==> src/rtl/button_events_pkg.sv <==
// button_events_pkg: shared state type, sizing helpers and constants.
// Optional feature macro: BUTTON_EVENTS_REPEAT_EN (auto-repeat).
package button_events_pkg;

  typedef enum logic [1:0] {
    IDLE    = 2'd0,
    PRESSED = 2'd1,
    HELD    = 2'd2
  } state_t;

  localparam int RCNT_W = 8;
  localparam logic [RCNT_W-1:0] RCNT_MAX = '1;

  function automatic int ms_cyc(input int clk_freq);
    return clk_freq / 1000;
  endfunction

  function automatic int max2(input int a, input int b);
    return (a > b) ? a : b;
  endfunction

  // Width of the millisecond counter shared by hold and repeat timing.
  function automatic int ms_cnt_w(input int hold_ms, input int repeat_ms);
    return $clog2(max2(hold_ms, repeat_ms) + 1);
  endfunction

  // Width of the prescaler counting 0..n-1.
  function automatic int ps_w(input int n);
    return (n <= 1) ? 1 : $clog2(n);
  endfunction

  function automatic logic [RCNT_W-1:0] sat_inc(
    input logic [RCNT_W-1:0] v
  );
    return (v == RCNT_MAX) ? v : v + RCNT_W'(1);
  endfunction

endpackage

==> src/rtl/button_events_if.sv <==
// button_events_if: button level in, UI event outputs.
// master drives the level, slave is the event generator.
interface button_events_if
  import button_events_pkg::*;
();

  logic              level_i;
  logic              press_o;
  logic              release_o;
  logic              held_o;
  logic              repeat_o;
  logic [RCNT_W-1:0] repeat_count_o;

  modport master (
    output level_i,
    input  press_o,
    input  release_o,
    input  held_o,
    input  repeat_o,
    input  repeat_count_o
  );

  modport slave (
    input  level_i,
    output press_o,
    output release_o,
    output held_o,
    output repeat_o,
    output repeat_count_o
  );

endinterface

==> src/rtl/button_events_ms_tick_gen.sv <==
// ms_tick_gen: millisecond prescaler with synchronous clear.
// tick_o is high for the cycle the count sits on its terminal value.
module ms_tick_gen
  import button_events_pkg::*;
#(
  parameter int MS_CYC = 1000
) (
  input  logic clk,
  input  logic rst_n,
  input  logic clr_i,
  input  logic en_i,
  output logic tick_o
);

  localparam int W = ps_w(MS_CYC);
  localparam logic [W-1:0] LAST = W'(MS_CYC - 1);

  logic [W-1:0] cnt_q;
  logic [W-1:0] cnt_d;

  // Next count: clear wins, then wrap at terminal count.
  always_comb begin
    cnt_d = cnt_q;
    if (clr_i) begin
      cnt_d = '0;
    end else if (en_i) begin
      cnt_d = (cnt_q == LAST) ? '0 : cnt_q + W'(1);
    end
  end

  // Prescaler state.
  always_ff @(posedge clk or negedge rst_n) begin
    if (!rst_n) begin
      cnt_q <= '0;
    end else begin
      cnt_q <= cnt_d;
    end
  end

  assign tick_o = en_i & ~clr_i & (cnt_q == LAST);

endmodule

==> src/rtl/button_events.sv <==
// button_events: press/release pulses, long-hold flag, auto-repeat.
// Auto-repeat is built only with BUTTON_EVENTS_REPEAT_EN defined.
module button_events
  import button_events_pkg::*;
#(
  parameter int CLK_FREQ  = 100000000,
  parameter int HOLD_MS   = 500,
  parameter int REPEAT_MS = 100
) (
  input  logic            clk,
  input  logic            reset_n,
  button_events_if.slave  bus
);

  localparam int MS_CYC = ms_cyc(CLK_FREQ);
  localparam int MS_W   = ms_cnt_w(HOLD_MS, REPEAT_MS);
  localparam logic [MS_W-1:0] HOLD_LAST = MS_W'(HOLD_MS - 1);

  if ((CLK_FREQ % 1000) != 0) begin : g_bad_freq
    $fatal(1, "button_events: CLK_FREQ not a multiple of 1000");
  end
  if (HOLD_MS < 1 || REPEAT_MS < 1) begin : g_bad_ms
    $fatal(1, "button_events: HOLD_MS and REPEAT_MS must be >= 1");
  end

  state_t          state_q;
  logic            level_q;
  logic            rise;
  logic            fall;
  logic [MS_W-1:0] ms_q;
  logic            press_q;
  logic            release_q;
  logic            held_q;
  logic            tick;
  logic            ps_clr;
  logic            ps_en;

  assign rise = bus.level_i & ~level_q;
  assign fall = ~bus.level_i & level_q;

  assign ps_clr = (state_q == IDLE) & rise;

`ifdef BUTTON_EVENTS_REPEAT_EN
  localparam logic [MS_W-1:0] REP_LAST = MS_W'(REPEAT_MS - 1);
  logic              repeat_q;
  logic [RCNT_W-1:0] rcnt_q;
  assign ps_en = (state_q != IDLE);
`else
  assign ps_en = (state_q == PRESSED);
`endif

  ms_tick_gen #(
    .MS_CYC (MS_CYC)
  ) u_tick (
    .clk    (clk),
    .rst_n  (reset_n),
    .clr_i  (ps_clr),
    .en_i   (ps_en),
    .tick_o (tick)
  );

  // Edge-detect register for the button level.
  always_ff @(posedge clk or negedge reset_n) begin
    if (!reset_n) begin
      level_q <= 1'b0;
    end else begin
      level_q <= bus.level_i;
    end
  end

  // Event FSM; release beats a same-cycle timer expiry.
  always_ff @(posedge clk or negedge reset_n) begin
    if (!reset_n) begin
      state_q   <= IDLE;
      ms_q      <= '0;
      press_q   <= 1'b0;
      release_q <= 1'b0;
      held_q    <= 1'b0;
`ifdef BUTTON_EVENTS_REPEAT_EN
      repeat_q  <= 1'b0;
      rcnt_q    <= '0;
`endif
    end else begin
      press_q   <= 1'b0;
      release_q <= 1'b0;
`ifdef BUTTON_EVENTS_REPEAT_EN
      repeat_q  <= 1'b0;
`endif
      unique case (state_q)
        IDLE: begin
          if (rise) begin
            state_q <= PRESSED;
            press_q <= 1'b1;
            ms_q    <= '0;
`ifdef BUTTON_EVENTS_REPEAT_EN
            rcnt_q  <= '0;
`endif
          end
        end
        PRESSED: begin
          if (fall) begin
            state_q   <= IDLE;
            release_q <= 1'b1;
          end else if (tick) begin
            if (ms_q == HOLD_LAST) begin
              state_q  <= HELD;
              held_q   <= 1'b1;
              ms_q     <= '0;
`ifdef BUTTON_EVENTS_REPEAT_EN
              repeat_q <= 1'b1;
              rcnt_q   <= sat_inc(rcnt_q);
`endif
            end else begin
              ms_q <= ms_q + MS_W'(1);
            end
          end
        end
        HELD: begin
          if (fall) begin
            state_q   <= IDLE;
            release_q <= 1'b1;
            held_q    <= 1'b0;
          end
`ifdef BUTTON_EVENTS_REPEAT_EN
          else if (tick) begin
            if (ms_q == REP_LAST) begin
              repeat_q <= 1'b1;
              rcnt_q   <= sat_inc(rcnt_q);
              ms_q     <= '0;
            end else begin
              ms_q <= ms_q + MS_W'(1);
            end
          end
`endif
        end
        default: begin
          state_q <= IDLE;
          held_q  <= 1'b0;
        end
      endcase
    end
  end

  assign bus.press_o   = press_q;
  assign bus.release_o = release_q;
  assign bus.held_o    = held_q;
`ifdef BUTTON_EVENTS_REPEAT_EN
  assign bus.repeat_o       = repeat_q;
  assign bus.repeat_count_o = rcnt_q;
`else
  assign bus.repeat_o       = 1'b0;
  assign bus.repeat_count_o = '0;
`endif

endmodule

==> src/flat_wrapper.sv <==
// flat-port wrapper written by rule: the top's interface ports become plain ports
module button_events_flat import button_events_pkg::*;
#(
  parameter int CLK_FREQ  = 100000000,
  parameter int HOLD_MS   = 500,
  parameter int REPEAT_MS = 100
)
  (clk, reset_n, bus_level_i, bus_press_o, bus_release_o, bus_held_o, bus_repeat_o, bus_repeat_count_o);
  button_events_if bus_i ();
  input  logic clk;
  input  logic reset_n;
  input wire logic [$bits(bus_i.level_i)-1:0] bus_level_i;
  output wire logic [$bits(bus_i.press_o)-1:0] bus_press_o;
  output wire logic [$bits(bus_i.release_o)-1:0] bus_release_o;
  output wire logic [$bits(bus_i.held_o)-1:0] bus_held_o;
  output wire logic [$bits(bus_i.repeat_o)-1:0] bus_repeat_o;
  output wire logic [$bits(bus_i.repeat_count_o)-1:0] bus_repeat_count_o;
  assign bus_i.level_i = bus_level_i;
  assign bus_press_o = bus_i.press_o;
  assign bus_release_o = bus_i.release_o;
  assign bus_held_o = bus_i.held_o;
  assign bus_repeat_o = bus_i.repeat_o;
  assign bus_repeat_count_o = bus_i.repeat_count_o;
  button_events #(.CLK_FREQ(CLK_FREQ), .HOLD_MS(HOLD_MS), .REPEAT_MS(REPEAT_MS)) u_core (.clk(clk), .reset_n(reset_n), .bus(bus_i));
endmodule
==> config.mk <==
export PLATFORM = sky130hd
export DESIGN_NAME = button_events_flat
export DESIGN_NICKNAME = d
export VERILOG_FILES = /design/src/rtl/button_events_pkg.sv /design/src/rtl/button_events_if.sv /design/src/rtl/button_events_ms_tick_gen.sv /design/src/rtl/button_events.sv /design/src/flat_wrapper.sv
export SDC_FILE = /design/constraint.sdc
export NUM_CORES = 1
export LEC_CHECK = 0
export CAP_MARGIN = 40
export CORE_MARGIN = 2
export CORE_UTILIZATION = 63
export CTS_CLUSTER_DIAMETER = 120
export DETAILED_ROUTE_END_ITERATION = 10
export PLACE_DENSITY_LB_ADDON = 0.12
export SETUP_SLACK_MARGIN = 0.15
export SLEW_MARGIN = 0
export SYNTH_ARGS = -nofsm -noshare
export SYNTH_HDL_FRONTEND = slang
export SYNTH_SLANG_ARGS = --single-unit
==> constraint.sdc <==
create_clock -name clk -period 6.1 [get_ports clk]
set_input_delay 1.22 -clock clk [delete_from_list [all_inputs] [get_ports clk]]
set_output_delay 1.22 -clock clk [all_outputs]
set_load 0.05 [all_outputs]
==> flow_metrics.tcl <==
set metrics [dict create \
    status "finished, final reports clean" \
    firstDrtPassIters 4 \
    max_slew_margin_pct 45.4 \
    grt_overflow_total 0 \
    wire_per_inst_um 16.3 \
    route.detailed.drc 0 \
    leakage_nw 0.893 \
    netlist.area_leader.share_pct 39.0 \
    final_nets 236 \
    rows 20 \
    initial_utilization_pct 66.8 \
    crit_required_ns 6.37 \
    grt_pass1_wl_mm 7.37 \
    clkTransAtPathRegs_ns 0.10 \
    holdCritPathClass "reg -> reg" \
    drive_above_1_share_pct 8.77 \
    die_h_um 61.1 \
    grt_usage_pct 26.9 \
    end_kind "flip-flop" \
    timing.final.crit_share_pct 45.7 \
    dr_total_vias 1768 \
    synth_seq_cells 32 \
    maxSlewViolCount 0 \
    cts_sinks 32 \
    worst_clock_skew_ns 0.0108 \
    setup_violations 0 \
    synth_area_leader_cell "dfrtp_1" \
    rsz0062_at_grt "false" \
    period_minus_slack_ns 2.79 \
    cts_resized 0 \
    dieArea_sq_um 3740 \
    vias_per_cell 6.50 \
    synth_edf_count 0 \
    syn-cell-area_sq_um 2060 \
    syn_inst 221 \
    critPathLaunchType "primary input" \
    gp_congestion 0.880 \
    ant_nets 0 \
    fin_tns_setup_ns 0 \
    drv_cap 0 \
    drtIter0Drc 151 \
    synth.distinct_cells 51 \
    crit_type "in -> reg" \
    cts_root_buf "clkbuf_4" \
    yosys-top-cells-area "dfrtp_1 (39%), a21oi_1 (4.1%), ha_1 (3.7%), nand2_1 (3.5%), o21ai_0 (3.4%)" \
    tightest_slew_ns 0.811 \
    ys_warn_count 0 \
    placed_area_sq_um 2100 \
    finalHoldViolCount 0 \
    post_cts_buffers 0 \
    die_x_um 61.1 \
    critPathArrivalTime_ns 3.06 \
    power_mw 0.648 \
    power.density_nw_per_um2 300 \
    avgSynthCellArea_sq_um 9.30 \
    dpl.hpwl_mm 3.12 \
    fmax_mhz 359 \
    grt_pass1_vias 1618 \
    async_flop_share_pct 100 \
    wl_mm 4.43 \
    antenna_found_initial 0 \
    fill_cells 247 \
    ir_drop_mv 0.195 \
    ys_seq_area_share_pct 39.0 \
    htree_num_levels 2 \
    n_antenna_cell 0 \
    io_pins 15 \
    coreArea_sq_um 3080 \
    cts.hold.buffers_added 0 \
    syn_to_final_growth_pct 5.17 \
    grt_max_degree 33 \
    synthFlopType "dfrtp_1" \
    port-buffer-count 5 \
    clk_latency_ns 0.35 \
    cts_buffers 5 \
    cts_buffer_depth 2 \
    stdcell_area_sq_um 2160 \
    critPathMaxFanout 14 \
    cts_tree "built" \
]
final cells by class:
type	count	area, sq um	share of cell area, %
Timing Repair Buffer	6	57.6	2.66
Clock buffer	6	51.3	2.37
Inverter	10	37.5	1.74
Tap cell	44	55.1	2.55
Multi-Input combinational cell	172	1150	53.2
Sequential cell	32	801	37.0
Clock inverter	2	10.0	0.463
path summary, 6_finish.rpt:
check	start	endpoint	slack [ns]	cells past startpoint
setup / recovery	bus_level_i	u_core.u_tick.cnt_q[11]$_DFFE_PN0P_	3.31	6
hold / removal	u_core.ms_q[0]$_DFFE_PN0P_	u_core.ms_q[0]$_DFFE_PN0P_	0.53	1
setup reg to reg	u_core.state_q[1]$_DFFE_PN0P_	u_core.u_tick.cnt_q[10]$_DFFE_PN0P_	3.39	6
hold reg to reg	u_core.ms_q[0]$_DFFE_PN0P_	u_core.ms_q[0]$_DFFE_PN0P_	0.53	1
max in group asynchronous	reset_n	u_core.ms_q[6]$_DFFE_PN0P_	4.55	2
min in group asynchronous	reset_n	u_core.u_tick.cnt_q[4]$_DFFE_PN0P_	1.26	2
flip-flops by register name, indices dropped and copies added (netlist names):
signal,count
u_core.bus.held_o,1
u_core.u_tick.cnt_q,17
u_core.state_q,2
u_core.bus.press_o,1
u_core.level_q,1
u_core.ms_q,9
u_core.bus.release_o,1
cells in the mapped netlist (3+ instances only):
| master | number |
|---|---|
| dfrtp_1 | 32 |
| nand2_1 | 19 |
| a21oi_1 | 17 |
| o21ai_0 | 14 |
| inv_1 | 10 |
| nor2_1 | 10 |
| buf_4 | 9 |
| nand3_1 | 8 |
| or3_1 | 8 |
| nand4_1 | 7 |
| a31oi_1 | 6 |
| ha_1 | 6 |
| o211ai_1 | 6 |
| and4_1 | 5 |
| mux2i_1 | 4 |
| nand2b_1 | 4 |
| o2111ai_1 | 4 |
| xor2_1 | 4 |
| and3_1 | 3 |
| clkbuf_1 | 3 |
| o21a_1 | 3 |
cells in the final DEF (no fill, tap or decap), drive strengths merged, types with 4 or more instances in the layout:
master         count
or3                8
a31oi              6
and4               6
inv               10
conb               9
o2111ai            4
mux2i              4
clkbuf             6
ha                 6
nand4              7
clkdlybuf4s50      5
nand3              8
nand2             19
o211ai             6
o21ai             16
nor2              10
dfrtp             32
nand2b             4
xor2               4
a21oi             17
metal layers:
metal | track usage, % | vias up | part of all wire, %
met1 | 33.7 | 846 | 40
met2 | 44.8 | 86 | 50
met5 | 0 | - | 0
met4 | 13.4 | 0 | 2.2
li1 | - | 825 | -
met3 | 4.41 | 11 | 8.1
logic make-up (layout without fill, tap and decap cells):
| group | Yosys count | count (layout) | share of synthesized area (%) |
|---|---|---|---|
| flops | 32 | 32 | 39.0 |
| fa+ha+maj | 6 | 6 | 3.65 |
| compound gates | 62 | 62 | 20.5 |
| simple gates | 86 | 86 | 26.0 |
| xor+xnor | 5 | 5 | 2.13 |
| mux | 4 | 4 | 1.95 |
| other cells | 1 | 9 | 0.182 |
| buf+inv | 25 | 24 | 6.57 |
worst max-delay path, cell delays in order:
cell             delay, ns
clkdlybuf4s50_1       0.52
nand3b_1              0.20
inv_1                 0.38
o2111ai_1             0.21
or3_1                 0.36
a21oi_1               0.16
per-stage QoR:
stage                     hold slack [ns]  setup slack [ns]  utilization, %  instances
final                               0.530              3.31            70.2        272
after global routing                0.552              3.14            70.2        272
after global placement              0.510              3.03            68.3        264
after floorplan                     0.492              3.72               -        229
after detailed placement            0.521              2.94            68.3        264
after CTS                           0.535              3.29            70.2        272
where the power goes:
group | internal (mW) | switching [mW]
clock network | 0.0548 | 0.0768
logic | 0.0709 | 0.155
registers | 0.244 | 0.0464
Note: power is estimated with default switching activity, not from simulation.
